[src/rtl/alu_arbiter_pkg.sv]
// Shared types and constants for the two-requester ALU arbiter: FSM states,
// ALU operation codes and the predicate telling which codops refresh ALU flags.
package alu_arbiter_pkg;

  localparam int CODOP_W = 4;
  localparam int DATA_W  = 16;

  typedef enum logic [1:0] {
    ST_IDLE    = 2'd0,
    ST_ISSUE   = 2'd1,
    ST_CAPTURE = 2'd2,
    ST_RESP    = 2'd3
  } state_e;

  localparam logic [CODOP_W-1:0] OP_ADD  = 4'd0;
  localparam logic [CODOP_W-1:0] OP_SUB  = 4'd1;
  localparam logic [CODOP_W-1:0] OP_CMP  = 4'd2;
  localparam logic [CODOP_W-1:0] OP_AND  = 4'd3;
  localparam logic [CODOP_W-1:0] OP_OR   = 4'd4;
  localparam logic [CODOP_W-1:0] OP_XOR  = 4'd5;
  localparam logic [CODOP_W-1:0] OP_NOT  = 4'd6;
  localparam logic [CODOP_W-1:0] OP_SHL  = 4'd7;
  localparam logic [CODOP_W-1:0] OP_SHR  = 4'd8;
  localparam logic [CODOP_W-1:0] OP_ADDI = 4'd9;
  localparam logic [CODOP_W-1:0] OP_SUBI = 4'd10;

  // Only the arithmetic codops update neg/overflow; the ALU leaves them stale otherwise.
  function automatic logic codop_sets_flags(input logic [CODOP_W-1:0] codop);
    return (codop == OP_ADD) || (codop == OP_SUB) ||
           (codop == OP_ADDI) || (codop == OP_SUBI);
  endfunction

endpackage

[src/rtl/alu_arbiter_rr_arb2.sv]
// Two-way round-robin grant. A lone requester always wins; on a tie the
// requester that was not granted last wins. last_grant resets to 1 so req0 wins the first tie.
module rr_arb2 (
  input  logic       clk_i,
  input  logic       rst_i,
  input  logic [1:0] req_i,
  input  logic       en_i,
  output logic [1:0] grant_o,
  output logic       gnt_id_o,
  output logic       last_grant_o
);

  logic last_q, last_d;

  always_comb begin
    gnt_id_o = 1'b0;
    grant_o  = 2'b00;
    last_d   = last_q;
    case (req_i)
      2'b01:   gnt_id_o = 1'b0;
      2'b10:   gnt_id_o = 1'b1;
      2'b11:   gnt_id_o = ~last_q;
      default: gnt_id_o = 1'b0;
    endcase
    // A grant is an accept: ready is only shown to a requester that is valid.
    if (en_i && (req_i != 2'b00)) begin
      grant_o = gnt_id_o ? 2'b10 : 2'b01;
      last_d  = gnt_id_o;
    end
  end

  always_ff @(posedge clk_i) begin
    if (rst_i) begin
      last_q <= 1'b1;
    end else begin
      last_q <= last_d;
    end
  end

  assign last_grant_o = last_q;

endmodule

[src/rtl/alu_arbiter.sv]
// Arbitrates two requesters onto one registered ALU, one operation in flight,
// and returns the result on a response channel tagged with the owner id.
import alu_arbiter_pkg::*;

module alu_arbiter #(
  parameter int LAST_VALID_CODOP = 10
) (
  input  logic         clk,
  input  logic         rst,
  input  logic         req0_valid,
  output logic         req0_ready,
  input  logic [3:0]   req0_codop,
  input  logic [15:0]  req0_op1,
  input  logic [15:0]  req0_op2,
  input  logic         req1_valid,
  output logic         req1_ready,
  input  logic [3:0]   req1_codop,
  input  logic [15:0]  req1_op1,
  input  logic [15:0]  req1_op2,
  output logic [3:0]   alu_codop,
  output logic [15:0]  alu_op1,
  output logic [15:0]  alu_op2,
  input  logic [15:0]  alu_resultado,
  input  logic         alu_neg,
  input  logic         alu_overflow,
  output logic         rsp_valid,
  input  logic         rsp_ready,
  output logic         rsp_id,
  output logic [15:0]  rsp_resultado,
  output logic         rsp_neg,
  output logic         rsp_overflow,
  output logic         rsp_err,
  output state_e       dbg_state_o,
  output logic         dbg_last_grant_o
);

  // Handshakes: a transfer happens on a rising edge where valid && ready are
  // both high; ready never depends on anything but state and the valids, and
  // a presented response holds every field stable until it transfers.

  state_e              state_q, state_d;
  logic [1:0]          grant;
  logic                gnt_id;
  logic                accept;
  logic                codop_ok;
  logic [CODOP_W-1:0]  sel_codop;
  logic [DATA_W-1:0]   sel_op1, sel_op2;

  logic [CODOP_W-1:0]  codop_q, codop_d;
  logic [CODOP_W-1:0]  alu_codop_q, alu_codop_d;
  logic [DATA_W-1:0]   alu_op1_q, alu_op1_d;
  logic [DATA_W-1:0]   alu_op2_q, alu_op2_d;
  logic                rsp_id_q, rsp_id_d;
  logic [DATA_W-1:0]   rsp_res_q, rsp_res_d;
  logic                rsp_neg_q, rsp_neg_d;
  logic                rsp_ovf_q, rsp_ovf_d;
  logic                rsp_err_q, rsp_err_d;

  rr_arb2 u_arb (
    .clk_i        (clk),
    .rst_i        (rst),
    .req_i        ({req1_valid, req0_valid}),
    .en_i         (state_q == ST_IDLE),
    .grant_o      (grant),
    .gnt_id_o     (gnt_id),
    .last_grant_o (dbg_last_grant_o)
  );

  assign req0_ready = grant[0];
  assign req1_ready = grant[1];
  assign accept     = |grant;

  assign sel_codop = gnt_id ? req1_codop : req0_codop;
  assign sel_op1   = gnt_id ? req1_op1   : req0_op1;
  assign sel_op2   = gnt_id ? req1_op2   : req0_op2;
  assign codop_ok  = (32'(sel_codop) <= LAST_VALID_CODOP);

  always_comb begin
    state_d = state_q;
    case (state_q)
      ST_IDLE:    if (accept) state_d = codop_ok ? ST_ISSUE : ST_RESP;
      ST_ISSUE:   state_d = ST_CAPTURE;
      ST_CAPTURE: state_d = ST_RESP;
      ST_RESP:    if (rsp_ready) state_d = ST_IDLE;
      default:    state_d = ST_IDLE;
    endcase
  end

  // ALU operand registers double as the operation latch, so they only move on a
  // valid accept and hold steady through idle and rejected operations.
  always_comb begin
    codop_d     = codop_q;
    alu_codop_d = alu_codop_q;
    alu_op1_d   = alu_op1_q;
    alu_op2_d   = alu_op2_q;
    rsp_id_d    = rsp_id_q;
    rsp_res_d   = rsp_res_q;
    rsp_neg_d   = rsp_neg_q;
    rsp_ovf_d   = rsp_ovf_q;
    rsp_err_d   = rsp_err_q;
    if (accept) begin
      codop_d  = sel_codop;
      rsp_id_d = gnt_id;
      if (codop_ok) begin
        alu_codop_d = sel_codop;
        alu_op1_d   = sel_op1;
        alu_op2_d   = sel_op2;
        rsp_err_d   = 1'b0;
      end else begin
        rsp_err_d = 1'b1;
        rsp_res_d = '0;
        rsp_neg_d = 1'b0;
        rsp_ovf_d = 1'b0;
      end
    end
    if (state_q == ST_CAPTURE) begin
      rsp_res_d = alu_resultado;
      rsp_neg_d = codop_sets_flags(codop_q) && alu_neg;
      rsp_ovf_d = codop_sets_flags(codop_q) && alu_overflow;
    end
  end

  always_ff @(posedge clk) begin
    if (rst) begin
      state_q     <= ST_IDLE;
      codop_q     <= '0;
      alu_codop_q <= '0;
      alu_op1_q   <= '0;
      alu_op2_q   <= '0;
      rsp_id_q    <= 1'b0;
      rsp_res_q   <= '0;
      rsp_neg_q   <= 1'b0;
      rsp_ovf_q   <= 1'b0;
      rsp_err_q   <= 1'b0;
    end else begin
      state_q     <= state_d;
      codop_q     <= codop_d;
      alu_codop_q <= alu_codop_d;
      alu_op1_q   <= alu_op1_d;
      alu_op2_q   <= alu_op2_d;
      rsp_id_q    <= rsp_id_d;
      rsp_res_q   <= rsp_res_d;
      rsp_neg_q   <= rsp_neg_d;
      rsp_ovf_q   <= rsp_ovf_d;
      rsp_err_q   <= rsp_err_d;
    end
  end

  assign alu_codop     = alu_codop_q;
  assign alu_op1       = alu_op1_q;
  assign alu_op2       = alu_op2_q;
  assign rsp_valid     = (state_q == ST_RESP);
  assign rsp_id        = rsp_id_q;
  assign rsp_resultado = rsp_res_q;
  assign rsp_neg       = rsp_neg_q;
  assign rsp_overflow  = rsp_ovf_q;
  assign rsp_err       = rsp_err_q;
  assign dbg_state_o   = state_q;

endmodule

[config.mk]
export PLATFORM = sky130hd
export DESIGN_NAME = alu_arbiter
export DESIGN_NICKNAME = d
export VERILOG_FILES = /design/src/rtl/alu_arbiter_pkg.sv /design/src/rtl/alu_arbiter_rr_arb2.sv /design/src/rtl/alu_arbiter.sv
export SDC_FILE = /design/constraint.sdc
export NUM_CORES = 1
export LEC_CHECK = 0
export BUFFER_PORTS_ARGS = -buffer_cell sky130_fd_sc_hd__buf_2
export CORE_ASPECT_RATIO = 1.1
export CORE_MARGIN = 8
export CORE_UTILIZATION = 34
export DETAILED_ROUTE_END_ITERATION = 10
export GPL_ROUTABILITY_DRIVEN = 0
export GPL_TIMING_DRIVEN = 0
export HOLD_SLACK_MARGIN = 0.03
export PLACE_DENSITY = 0.63
export SLEW_MARGIN = 30
export SYNTH_ARGS = -nofsm -noshare
export SYNTH_HDL_FRONTEND = slang
export SYNTH_SLANG_ARGS = --single-unit
[constraint.sdc]
create_clock -name clk -period 1.9 [get_ports clk]
set_input_delay 0.38 -clock clk [delete_from_list [all_inputs] [get_ports clk]]
set_output_delay 0.38 -clock clk [all_outputs]
set_load 0.03 [all_outputs]
==> key figures <==
STA
  • Worst-margin pin slew: 0.640 ns
  • Slew Limit Fails: 0
  • FMAX: approximately 550 MHz
  • Worst slew margin: 57.3%
  • Post-route worst setup slack: about 0.070 ns
  • Final setup skew: 0.0116 ns
  • Endpoints failing hold: 0
  • Final Setup Violations: 0
  • Fin crit share: a little over nine tenths
  • Minimum clock period: 1.83 ns

Critical path
  • Crit path top cell by count: buf_6
  • Kind of end point of the critical path: output port
  • Reg2Reg Setup Slack: 0.10 ns
  • Worst Path Max Fanout: 8
  • Type of origin of the critical path: flip-flop
  • Slowest CP cell: dfxtp_2
  • WP buf/inv: 3
  • Max incr delay on CP: between 0.3 and 0.4 ns
  • Critical path type: reg2out
  • Reg2reg path depth: 7
  • Cell Chain, Critical Path: a21boi_2 > buf_6 > buf_12 > and2_4 > buf_6
  • Cell family with most CP delay: buffers and inverters
  • Crit. path cell count: 5
  • CP arrival: 1.45 ns
  • Data required, critical path: about 1.5 ns

Run status
  • Status: completed

Clock network
  • Later-pin clock latency in the skew report: 0.34 ns
  • Clock sink total: between 60 and 70
  • H-tree depth: 3
  • Root Buffer: clkbuf_8
  • Clock transition at path regs: 0.08 ns
  • CTS Buffer Depth: 2
  • CTS Buf Count: 9
  • CTS tree: done
  • CTS Hold Bufs: 0

Detailed routing
  • Top routing layer used: met4
  • Vias: 2886
  • Routed WL per cell: 15.9 um
  • Met1 Wirelength: approximately 4000 um
  • Drt first pass iters: 4
  • Vias/cell: 4.92
  • DR iter-0 viols: 55
  • Routed WL: 9320 um
  • Met3 Wirelength: about 750 um
  • Met2 Wirelength: 4420 um
  • Post-route antenna net violation count: 0
  • DRC: 0

Global route
  • Total GRT Usage: 15.9%
  • Initial antenna violation count: 0
  • Grt total ovfl: 0
  • Largest net degree at the start of global routing: 13
  • Vias in the first global route: around 3000
  • First-pass GRT wire length: between 10000 and 15000 um

Synthesis
  • Yosys warning total: 0
  • Asr flop ratio synth: 0%
  • Dominant cell type by area after synthesis: dfxtp_1
  • Post-synthesis compound-gate area fraction: 30.6%
  • Synth unique cells: 33
  • Post-synthesis sequential area ratio: 44.3%
  • Most frequent cell after synthesis: dfxtp_1
  • Syn avg cell area: 9.62 um2
  • Synth Cell Area: between 2000 and 3000 um2
  • Mux contribution to synthesized area: about 1.2%
  • Xor/xnor share of the synthesized area: 0.307%
  • Mapped Nets: about 400
  • Area share of and/or/nand/nor cells after synthesis: 11.7%
  • Number of synthesized register bits: 63
  • Synth cell count leaders: dfxtp_1 (63), inv_1 (38), a211oi_1 (36), nor2b_1 (36), a221oi_1 (32)
  • Post-synth top flop: dfxtp_1
  • Synth Area in Adders: between 1.5 and 2%
  • Post-synth EDFFs: 0
  • Area fraction of the dominant cell type after synthesis: between 40% and 50%
  • Top post-synthesis cells by area: dfxtp_1 (44%), a221oi_1 (9.8%), a211oi_1 (9.5%), nor2b_1 (7.9%), a22o_1 (5.5%)
  • Cells after Synth: 296
  • Largest family of logic cells by synthesized area: compound AO/OA/AOI/OAI gates

Layout
  • Register area: 1260 um2
  • Ratio of cells with drive above 1 in the final layout: 44.8%
  • P&R area growth vs syn: 45.5%
  • N_diodes: 0
  • # fillers: 796
  • Final #Nets: 569
  • Area occupied by multi-input gates: 1340 um2

Floorplanning
  • Die span in y: 112 um
  • Core Rows: 35
  • Total die area: 11600 um2
  • Initial Utilization: about a third
  • Die Width: between 100 and 150 um
  • IO Pins: 157
  • Core area: 8280 um2

Power
  • Pwr Total: 0.00608 W
  • Peak supply drop: 0.491 mV
  • Leakage: 1.92 nW
  • PwrDens: 1470 nW/um2

Place
  • IO Port Bufs: 155
  • Place WS: -0.363 ns
  • HPWL Detailed: a little over 7000 um

Job
  • Max-cap check violation count: 0

Worst hold path
  • Hold depth: 2
  • Min-delay worst type: in2reg
==> area by class of cell <==
type	instances	area share [%]
multi-input combinational	168	32.3
sequential	63	30.5
timing repair buffer	164	20.6
buffer	26	4.53
inverter	38	3.44
tap	111	3.35
clock buffer	9	2.99
clock inverter	7	2.32
==> cell families after synthesis <==
group | after synthesis
AO/OA/AOI/OAI | 103
buffers and inverters | 65
flip-flops | 63
AND/OR/NAND/NOR | 58
adder cells (fa/ha/maj) | 4
multiplexers | 2
XOR/XNOR | 1
==> per-stage QoR <==
stage	TNS [ns]	cells	util [%]	area (um2)	hold slack (ns)
CTS	0	583	49.4	4090	0.241
global placement	-10.43	562	45.5	3770	0.440
detailed placement	-11.78	562	45.5	3770	0.451
floorplan	0	296	-	2850	0.442
finish	0	586	50.1	4150	0.254
global route	-0.00231	586	50.1	4150	0.241
==> final timing paths <==
check | start | endpoint
setup reg to reg | u_arb.last_grant_o | rsp_resultado[2]
setup / recovery | u_arb.last_grant_o | req1_ready
hold / removal | alu_resultado[0] | rsp_resultado[0]
hold reg to reg | alu_codop[3] | alu_codop[3]
==> layout by cell type, fill, tap and decap left out, types with 2 or more instances in the layout <==
cell       netlist  layout
dfxtp_1         63      60
clkbuf_8         0      10
nor3_1           3       3
nand2b_1         2       2
ha_1             4       3
and2b_1          2       2
a22o_1          18      18
dfxtp_2          0       3
nor2b_1         36      35
a221oi_2         3       3
a211oi_1        36      36
nand3_1          2       2
clkbuf_1        17      10
a221oi_1        32      32
nor2_1           9       8
clkinv_4         0       2
buf_2            2     154
inv_1           38      37
buf_6            6       7
a21oi_1          5       5
clkinv_2         0       2
clkbuf_2         0       5
bufinv_16        0       2
buf_4            0      10
==> power breakdown <==
group	total [W]	switching, W	leakage, nW	internal [W]
clock	0.00129	0.000552	0.114	0.000743
combinational	0.00288	0.00180	1.28	0.00108
sequential	0.00191	0.000197	0.519	0.00171
==> repair_timing <==
action,CTS,global route
pin swaps,2,1
endpoints found under the setup margin,46,42
setup buffers,5,4
gates resized for setup,24,11
==> registers in the layout, indices dropped and copies added, names as in the netlist <==
signal,cells
alu_op1,16
alu_op2,16
rsp_resultado,16
alu_codop,4
codop_q,4
dbg_state_o,2
rsp_err,1
rsp_id,1
rsp_neg,1
rsp_overflow,1
u_arb.last_grant_o,1
==> metal layers <==
metal  up-vias  global-route usage, %
li1       1428                      -
met1      1337                   18.4
met2       107                   26.5
met3        14                   5.06
met4         0                   5.22
met5         -                      0
No activity file was read; power rests on OpenSTA's default activity.
